$ cat src/rtl/irq_pkg.sv
// Purpose : shared types and constants for the interrupt controller.
// Latency : n/a (declarations only).
// Ports   : none; provides FSM state encoding, default vector base/stride, index-width helper.
package irq_pkg;

  typedef enum logic [1:0] {
    ST_IDLE    = 2'd0,
    ST_REQ     = 2'd1,
    ST_SERVICE = 2'd2
  } irq_state_t;

  localparam int         DEF_VEC_W    = 10;
  localparam logic [9:0] DEF_BASE_VEC = 10'h3C0;
  localparam int         VEC_STRIDE   = 4;

  // Index width for an n-entry encoder; never zero so a single source still gets a 1-bit index.
  function automatic int idx_w(input int n);
    return (n > 1) ? $clog2(n) : 1;
  endfunction

endpackage

$ cat src/rtl/irq_ctrl_if.sv
// Purpose : CPU <-> interrupt controller signal bundle.
// Latency : n/a (wiring only).
// Ports   : master = CPU side (drives src/mask/ack/reti), slave = controller (drives irq/vector/status).
interface irq_ctrl_if #(
  parameter int N_SRC = 4,
  parameter int VEC_W = 10
);
  logic [N_SRC-1:0] src;
  logic             mask_we;
  logic [N_SRC-1:0] mask_in;
  logic             ack;
  logic             reti;
  logic             irq;
  logic [VEC_W-1:0] vector;
  logic             in_service;
  logic [N_SRC-1:0] pending;
  logic [N_SRC-1:0] mask;

  modport master (
    output src, mask_we, mask_in, ack, reti,
    input  irq, vector, in_service, pending, mask
  );

  modport slave (
    input  src, mask_we, mask_in, ack, reti,
    output irq, vector, in_service, pending, mask
  );
endinterface

$ cat src/rtl/irq_ctrl_prio_enc.sv
// Purpose : lowest-index-first priority encoder.
// Latency : combinational.
// Ports   : req (N bits) in; valid = any bit set; idx = lowest set bit index.
module prio_enc
  import irq_pkg::*;
#(
  parameter int N  = 4,
  parameter int IW = idx_w(N)
) (
  input  logic [N-1:0]  req,
  output logic          valid,
  output logic [IW-1:0] idx
);

  // Scan from the top down so the lowest set index is the last one written.
  always_comb begin
    valid = 1'b0;
    idx   = '0;
    for (int i = N - 1; i >= 0; i--) begin
      if (req[i]) begin
        valid = 1'b1;
        idx   = IW'(i);
      end
    end
  end

endmodule

$ cat src/rtl/irq_ctrl.sv
// Purpose : edge-latching, maskable, fixed-priority interrupt controller, one request in flight.
// Latency : src rise -> irq high after 2 edges; ack/reti take effect at the sampling edge.
// Ports   : clk, reset (async, active-high); bus (slave) carries src/mask/ack/reti in, irq/vector/status out.
module irq_ctrl
  import irq_pkg::*;
#(
  parameter int               N_SRC    = 4,
  parameter int               VEC_W    = DEF_VEC_W,
  parameter logic [VEC_W-1:0] BASE_VEC = VEC_W'(DEF_BASE_VEC)
) (
  input logic        clk,
  input logic        reset,
  irq_ctrl_if.slave  bus
);

  localparam int IW = idx_w(N_SRC);

  logic [N_SRC-1:0] src_q;
  logic [N_SRC-1:0] rise;
  logic [N_SRC-1:0] pending_q;
  logic [N_SRC-1:0] mask_q;
  logic [N_SRC-1:0] eligible;
  logic [N_SRC-1:0] ack_clr;
  logic             win_vld;
  logic [IW-1:0]    win_idx;

  irq_state_t       state;
  logic [IW-1:0]    sel;
  logic [VEC_W-1:0] vector_q;
  logic             irq_q;
  logic             in_service_q;

  assign rise     = bus.src & ~src_q;
  assign eligible = pending_q & mask_q;

  prio_enc #(.N(N_SRC), .IW(IW)) u_prio_enc (
    .req   (eligible),
    .valid (win_vld),
    .idx   (win_idx)
  );

  // Only an ack while a request is actually presented retires the pending bit.
  always_comb begin
    ack_clr = '0;
    if (state == ST_REQ && bus.ack) ack_clr[sel] = 1'b1;
  end

  // Edge detect, pending latch and mask. OR-ing rise last makes a fresh edge win over its own ack.
  always_ff @(posedge clk or posedge reset) begin
    if (reset) begin
      src_q     <= '0;
      pending_q <= '0;
      mask_q    <= '0;
    end else begin
      src_q     <= bus.src;
      pending_q <= (pending_q & ~ack_clr) | rise;
      if (bus.mask_we) mask_q <= bus.mask_in;
    end
  end

  // Request FSM. irq/in_service are flops loaded with the decode of the next state,
  // so they never carry a combinational path from the inputs.
  always_ff @(posedge clk or posedge reset) begin
    if (reset) begin
      state        <= ST_IDLE;
      sel          <= '0;
      vector_q     <= '0;
      irq_q        <= 1'b0;
      in_service_q <= 1'b0;
    end else begin
      case (state)
        ST_IDLE: begin
          if (win_vld) begin
            sel      <= win_idx;
            vector_q <= BASE_VEC + VEC_W'(win_idx) * VEC_W'(VEC_STRIDE);
            state    <= ST_REQ;
            irq_q    <= 1'b1;
          end
        end
        ST_REQ: begin
          // sel/vector stay frozen here: a higher-priority arrival does not preempt.
          if (bus.ack) begin
            state        <= ST_SERVICE;
            irq_q        <= 1'b0;
            in_service_q <= 1'b1;
          end else if (!eligible[sel]) begin
            // Masked away before acceptance: withdraw but leave the edge pending.
            state <= ST_IDLE;
            irq_q <= 1'b0;
          end
        end
        ST_SERVICE: begin
          if (bus.reti) begin
            state        <= ST_IDLE;
            in_service_q <= 1'b0;
          end
        end
        default: begin
          state        <= ST_IDLE;
          irq_q        <= 1'b0;
          in_service_q <= 1'b0;
        end
      endcase
    end
  end

  assign bus.irq        = irq_q;
  assign bus.vector     = vector_q;
  assign bus.in_service = in_service_q;
  assign bus.pending    = pending_q;
  assign bus.mask       = mask_q;

endmodule

$ cat src/flat_wrapper.sv
// flat-port wrapper written by rule: the top's interface ports become plain ports
module irq_ctrl_flat import irq_pkg::*;
#(
  parameter int               N_SRC    = 4,
  parameter int               VEC_W    = DEF_VEC_W,
  parameter logic [VEC_W-1:0] BASE_VEC = VEC_W'(DEF_BASE_VEC)
)
  (clk, reset, bus_src, bus_mask_we, bus_mask_in, bus_ack, bus_reti, bus_irq, bus_vector, bus_in_service, bus_pending, bus_mask);
  irq_ctrl_if #(.N_SRC(N_SRC), .VEC_W(VEC_W)) bus_i ();
  input logic clk;
  input logic reset;
  input wire logic [$bits(bus_i.src)-1:0] bus_src;
  input wire logic [$bits(bus_i.mask_we)-1:0] bus_mask_we;
  input wire logic [$bits(bus_i.mask_in)-1:0] bus_mask_in;
  input wire logic [$bits(bus_i.ack)-1:0] bus_ack;
  input wire logic [$bits(bus_i.reti)-1:0] bus_reti;
  output wire logic [$bits(bus_i.irq)-1:0] bus_irq;
  output wire logic [$bits(bus_i.vector)-1:0] bus_vector;
  output wire logic [$bits(bus_i.in_service)-1:0] bus_in_service;
  output wire logic [$bits(bus_i.pending)-1:0] bus_pending;
  output wire logic [$bits(bus_i.mask)-1:0] bus_mask;
  assign bus_i.src = bus_src;
  assign bus_i.mask_we = bus_mask_we;
  assign bus_i.mask_in = bus_mask_in;
  assign bus_i.ack = bus_ack;
  assign bus_i.reti = bus_reti;
  assign bus_irq = bus_i.irq;
  assign bus_vector = bus_i.vector;
  assign bus_in_service = bus_i.in_service;
  assign bus_pending = bus_i.pending;
  assign bus_mask = bus_i.mask;
  irq_ctrl #(.N_SRC(N_SRC), .VEC_W(VEC_W), .BASE_VEC(BASE_VEC)) u_core (.clk(clk), .reset(reset), .bus(bus_i));
endmodule
$ cat config.mk
export PLATFORM = sky130hd
export DESIGN_NAME = irq_ctrl_flat
export DESIGN_NICKNAME = d
export VERILOG_FILES = /design/src/rtl/irq_pkg.sv /design/src/rtl/irq_ctrl_if.sv /design/src/rtl/irq_ctrl_prio_enc.sv /design/src/rtl/irq_ctrl.sv /design/src/flat_wrapper.sv
export SDC_FILE = /design/constraint.sdc
export NUM_CORES = 1
export LEC_CHECK = 0
export CAP_MARGIN = 20
export CORE_MARGIN = 8
export CORE_UTILIZATION = 45
export DETAILED_ROUTE_END_ITERATION = 12
export PLACE_DENSITY = 0.92
export SYNTH_ARGS = -nofsm -noshare
export SYNTH_HDL_FRONTEND = slang
export SYNTH_HIERARCHICAL = 1
export SYNTH_SLANG_ARGS = --single-unit
$ cat constraint.sdc
create_clock -name clk -period 2.1 [get_ports clk]
set_clock_uncertainty 0.1 [all_clocks]
set_input_delay 0.42 -clock clk [delete_from_list [all_inputs] [get_ports clk]]
set_output_delay 0.42 -clock clk [all_outputs]
set_load 0.05 [all_outputs]
# [Word level (Yosys, flattened, before mapping)]
# Cells that the tools add are included.
[word_totals] inputBits=13 ff_bits=28 output_inout_bits=20 elab_cells=57
[op_classes] mux=25 n_lt_le_gt_ge=2 add_sub_neg=1 n_bitwise=8 eq_ne=6 reduce_logical=7
[op_table] operator="two-way mux 2 bit" count=8
[op_table] operator="bitwise AND 4 bit" count=3
[op_table] operator="two-way mux 1 bit" count=11
[op_table] operator="AND reduction 3 bit" count=3
[op_table] operator="adder 7 x 5 -> 8 bit, first input constant" count=1
[op_table] operator="NOT 4 bit" count=2
[op_table] operator="!= test 2 bit, second input constant" count=3
[op_table] operator="case mux 1 bit (3 select lines)" count=2
[op_table] operator="case mux 2 bit (3 select lines)" count=1
[op_table] operator="two-way mux 4 bit" count=1
[op_table] operator="bitwise OR 4 bit" count=1
[op_table] operator="< comparator 2 x 3 -> 1 bit, second input constant" count=1
[op_table] operator="!= test 3 bit, second input constant" count=1
[op_table] operator="binary-select mux 1 bit (select 2 bit)" count=1
[op_table] operator="demux 1 bit (select 2 bit)" count=1
[op_table] operator="equality test 2 x 1 -> 1 bit, second input constant" count=1
[op_table] operator="equality test 2 bit, second input constant" count=1
[op_table] operator=">= comparator 2 x 1 -> 1 bit, second input constant" count=1
[op_table] operator="logical AND 1 bit" count=2
[op_table] operator="zero test 2 bit" count=1
[op_table] operator="NOT 1 bit" count=2
[op_table] operator="AND reduction 2 bit" count=1

# [Logic depth before layout (Yosys ltp)]
[depth] word_depth=8 depth_mapped=7 mapped_depth_nobuf=7

# [Modules after synthesis]
# Netlist, hierarchy kept.
[modules_own_cells] mod="irq_ctrl" area_each_um2=835.8 cells_each=74 n_inst=1 seq_area_each_um2=475.5
[modules_own_cells] mod="prio_enc" area_each_um2=35.0 cells_each=7 n_inst=1 seq_area_each_um2=0.0

# [Worst setup path before layout]
# No wires, ideal clock.
[synth_path] path_type="reg2reg" start="register u_core.pending_q[0] (netlist: u_core/bus.pending[0])" end="register u_core.irq_q (netlist: u_core/bus.irq)" setup_ps=94 synth_period_minus_slack_ps=1649 path_buffers=0 path_slack_ps=451 arrival_time_ps=1455 path_stages_with_launch=7 required_time_ps=1906 cell_sequence="dfrtp_1 and2_1 nor2_1 nand2_1 nor3b_2 nor2_1 a211oi_1"
[synth_between] word_cells_on_any_way=7 classes_between="eq/ne: 2; mux: 3; bitwise: 1; reduce/logical: 1"
[synth_lines] item="start, declared" line="irq_ctrl.sv:20" source="logic [N_SRC-1:0] pending_q;"
[synth_lines] item="start signal, assigned" line="irq_ctrl.sv:56" source="pending_q <= (pending_q & ~ack_clr) | rise;"
[synth_lines] item="bitwise AND 4 bit" line="irq_ctrl.sv:34" source="assign eligible = pending_q & mask_q;"
[synth_lines] item="named net u_core.eligible[0]" line="irq_ctrl.sv:22" source="logic [N_SRC-1:0] eligible;"
[synth_lines] item="two-way mux 1 bit" line="irq_ctrl_prio_enc.sv:20" source="if (req[i]) begin"
[synth_lines] item="named net u_core.win_vld" line="irq_ctrl.sv:24" source="logic win_vld;"
[synth_lines] item="!= test 2 bit (no line)"
[synth_lines] item="AND reduction 3 bit (no line)"
[synth_lines] item="end signal, assigned" line="irq_ctrl.sv:68" source="irq_q <= 1'b0;"
[synth_lines] item="end signal, assigned" line="irq_ctrl.sv:77" source="irq_q <= 1'b1;"
[synth_lines] item="end signal, assigned" line="irq_ctrl.sv:84" source="irq_q <= 1'b0;"
[synth_lines] item="end, declared" line="irq_ctrl.sv:30" source="logic irq_q;"
# The timed path passes the listed nets, and every way through them passes these cells. The select of a mux whose other input is x is not followed.
# A chain may end at the register's enable or synchronous reset.

==> impl_results.md <==
* Status: finished, final reports clean
* Cells after Synth at 81
* Htree depth at 1
* Leading area contributor after synthesis: dfrtp_1
* Pre-antenna DRT Iters at 4
* Synthesized area per cell at 10.8 um^2
* Slew HR at 65.6%
* Min Tclk post-route at 2040 ps
* Pwr dens at 1190 nW/um^2
* Net switching power at 0.638 mW
* Finished Core Util at 62.1%
* Period Utilization, post-route at 97.0%
* Crit path largest cell delay at 820 ps
* Layout cells sized above 1 at 16.4%
* IO Port Bufs at 28
* Fmax at 491 MHz
* Yosys warns at 6
* Post-synth EDFFs at 0
* Crit Path Class: register to primary output
* GRT Total Usage at 11.3%
* Slowest stage cell, crit path: clkdlybuf4s50_1
* CTS tree: yes
* Setup WS post-layout at 62.7 ps
* Pleak at 0.543 nW
* Vias in the first global route at 712
* Starting Density at 45.8%
* N_diodes at 0
* Count of final hold-check violations at 0
* Register share of total power at 39.7%
* Worst Path Max Fanout at 5
* IO Count at 33
* Hold WS at 323 ps
* Clock Sinks at 19
* Pint at 0.768 mW
* Comb power frac at 47.4%
* Worst hold-check path type: input pin to asynchronous set/reset pin
* Crit path DAT at 1520 ps
* Buf/Inv on CP at 1
* Fin nets at 124
* Top post-synthesis cells by area: dfrtp_1 (55%), buf_4 (6.0%), mux2_2 (5.2%)
* Total congestion overflow at 0
* Startpoint Class: register
* Post-synthesis sequential area ratio at 54.6%
* Filler cells at 161
* Wirelength, routed at 2010 um
* R2R Path Start: u_core/bus.mask[0]$_DFFE_PP0P_
* Clock network power share at 12.9%
* Worst-margin pin slew at 515 ps
* First-pass GRT wire length at 3050 um
* Synth Register Bits at 19
* Detailed Place HPWL at 1590 um
* Resize count post-CTS at 0
* Core box area at 1900 um^2
* Total of max-cap violations at 0
* Largest net degree at the start of global routing at 20
* Initial drt markers at 26
* Primary FF master, synth: dfrtp_1
* CP endpoint kind: primary output
* Placer congestion estimate at 0.923
* DRC at 0
* Cell Count Post-Placement at 133
* Most common cell in the netlist: dfrtp_1
* Post-synthesis async set-or-reset flop share at 100%
* R2R setup slack at 600 ps
* Post-route non-filler standard cell count at 137
* Drt wl/cell at 14.7 um
* Worst skew pair latency at 290 ps
* DP Worst Slack at 364 ps
* FF-to-FF path depth at 6
* Cts bufs inserted at 3
* Worst path cell trace: clkdlybuf4s50_1
* Clk slew on worst S/H paths at 110 ps
* Netlist cell types at 27
* Netlist Area Pre-Place at 871 um^2
* Die Span Y at 60.0 um
* Critical Path Source: u_core/bus.vector[6]$_DFFE_PP0P_
* Area Overhead vs Synth at 35.6%
* Yosys top cell area share at 54.6%
* Peak VDD IR at 0.641 mV
* Post-DRT Antenna Nets at 0
* Hold Buf Count CTS at 0
* Row Count at 16
* CP required at 1580 ps
* Commonest cells post-synth: dfrtp_1 (19), inv_1 (10), o21ai_0 (8)
* FF-to-FF End: u_core/bus.irq$_DFFE_PP0P_
* Final Instance Area at 1180 um^2
* Placed Area at 1140 um^2
* Setup bufs post-CTS at 0
* Setup-failing EPs final at 0
* Detailed-route via count at 678
* Clock buffer depth at 2
* Die area at 3600 um^2
* Switching Share at 45.4%
* Vias/cell at 4.95
* Count of pins over their slew limit at 0
* Die X at 60.0 um
* Initial antenna violation count at 0
* Crit-path leading delay family: buffers and inverters
* Clock root buffer: clkbuf_4
==> routing by layer <==
metal	up-vias	share of wire (%)	GRT usage, %
li1	320	-	-
met1	328	39	11.9
met2	28	51	18.9
met3	2	7.9	3.44
met4	0	1.2	7.82
met5	-	0	0
==> worst max path at each step <==
stage,endpoint,depth (start not counted),slack (ps)
6_report,bus_vector[9],1,60
5_1_grt,bus_pending[3],1,-4
4_1_cts,bus_vector[6],1,10
3_5_place_dp,bus_vector[6],1,360
3_3_place_gp,bus_mask[0],1,380
2_1_floorplan,u_core/bus.irq$_DFFE_PP0P_,6,450
==> sequential cells by signal, summed over array words and instances (netlist names) <==
register               flops
u_core/bus.mask            4
u_core/bus.in_service      1
u_core/sel                 1
u_core/state               2
u_core/src_q               4
u_core/bus.irq             1
u_core/bus.vector          2
u_core/bus.pending         4
==> worst reg2reg max path: cells and delay by family, from the launching register on <==
kind,cells,cell delay (ps)
flip-flops,1,410
AO/OA/AOI/OAI,1,170
AND/OR/NAND/NOR,5,750
==> cells in the final DEF, fill, tap and decap left out <==
cell type,netlist,routed
inv_1,10,10
conb_1,1,4
mux2_2,4,4
a211o_1,1,1
nor3b_2,2,2
dfrtp_1,19,19
a31o_2,1,1
nor2_1,4,4
a21o_1,1,1
and2_1,3,3
clkinv_2,0,1
o311ai_1,1,1
o21bai_1,1,1
clkbuf_4,0,3
o2111a_1,1,1
nor3_1,1,1
a22o_1,1,1
nand4b_1,1,1
a21oi_1,1,1
a211oi_1,1,1
or2_2,1,1
nand2b_1,1,1
clkdlybuf4s50_1,0,21
a21oi_2,1,1
dlymetal6s2s_1,0,4
and3b_2,1,1
buf_4,7,4
nand3_1,2,2
nand2_1,5,5
o211a_1,1,1
o21ai_0,8,8
==> stage by stage <==
step           setup TNS (ps)  total power [mW]
4_1_cts                     0              1.42
3_5_place_dp                0              1.23
2_1_floorplan               0              1.01
3_3_place_gp                0              1.21
5_1_grt                 -6.32              1.49
6_report                    0              1.41
==> power groups by stage <==
stage               Combinational [mW]  Sequential (mW)  Clock, mW
CTS                              0.670            0.559      0.193
floorplan                        0.244            0.769          0
global route                     0.712            0.575      0.207
finish                           0.666            0.559      0.181
detailed placement               0.668            0.566          0
global placement                 0.654            0.557          0
==> kinds of logic after synthesis <==
kind of cell	Yosys count	synth area share [%]
DFF	19	54.6
and+or+nand+nor	21	14.2
buffers and inverters	17	10.3
AOI/OAI and AO/OA	19	15.2
muxes	4	5.17
other	1	0.431
==> cell type report <==
cell class | count | area (um^2) | area share, %
Timing Repair Buffer | 29 | 290 | 24.6
Inverter | 10 | 37.5 | 3.18
Tap cell | 27 | 33.8 | 2.86
Clock buffer | 3 | 22.5 | 1.91
Clock inverter | 1 | 5.00 | 0.424
Multi-Input combinational cell | 48 | 317 | 26.8
Sequential cell | 19 | 475 | 40.3
(Power assumes the default switching activity.)
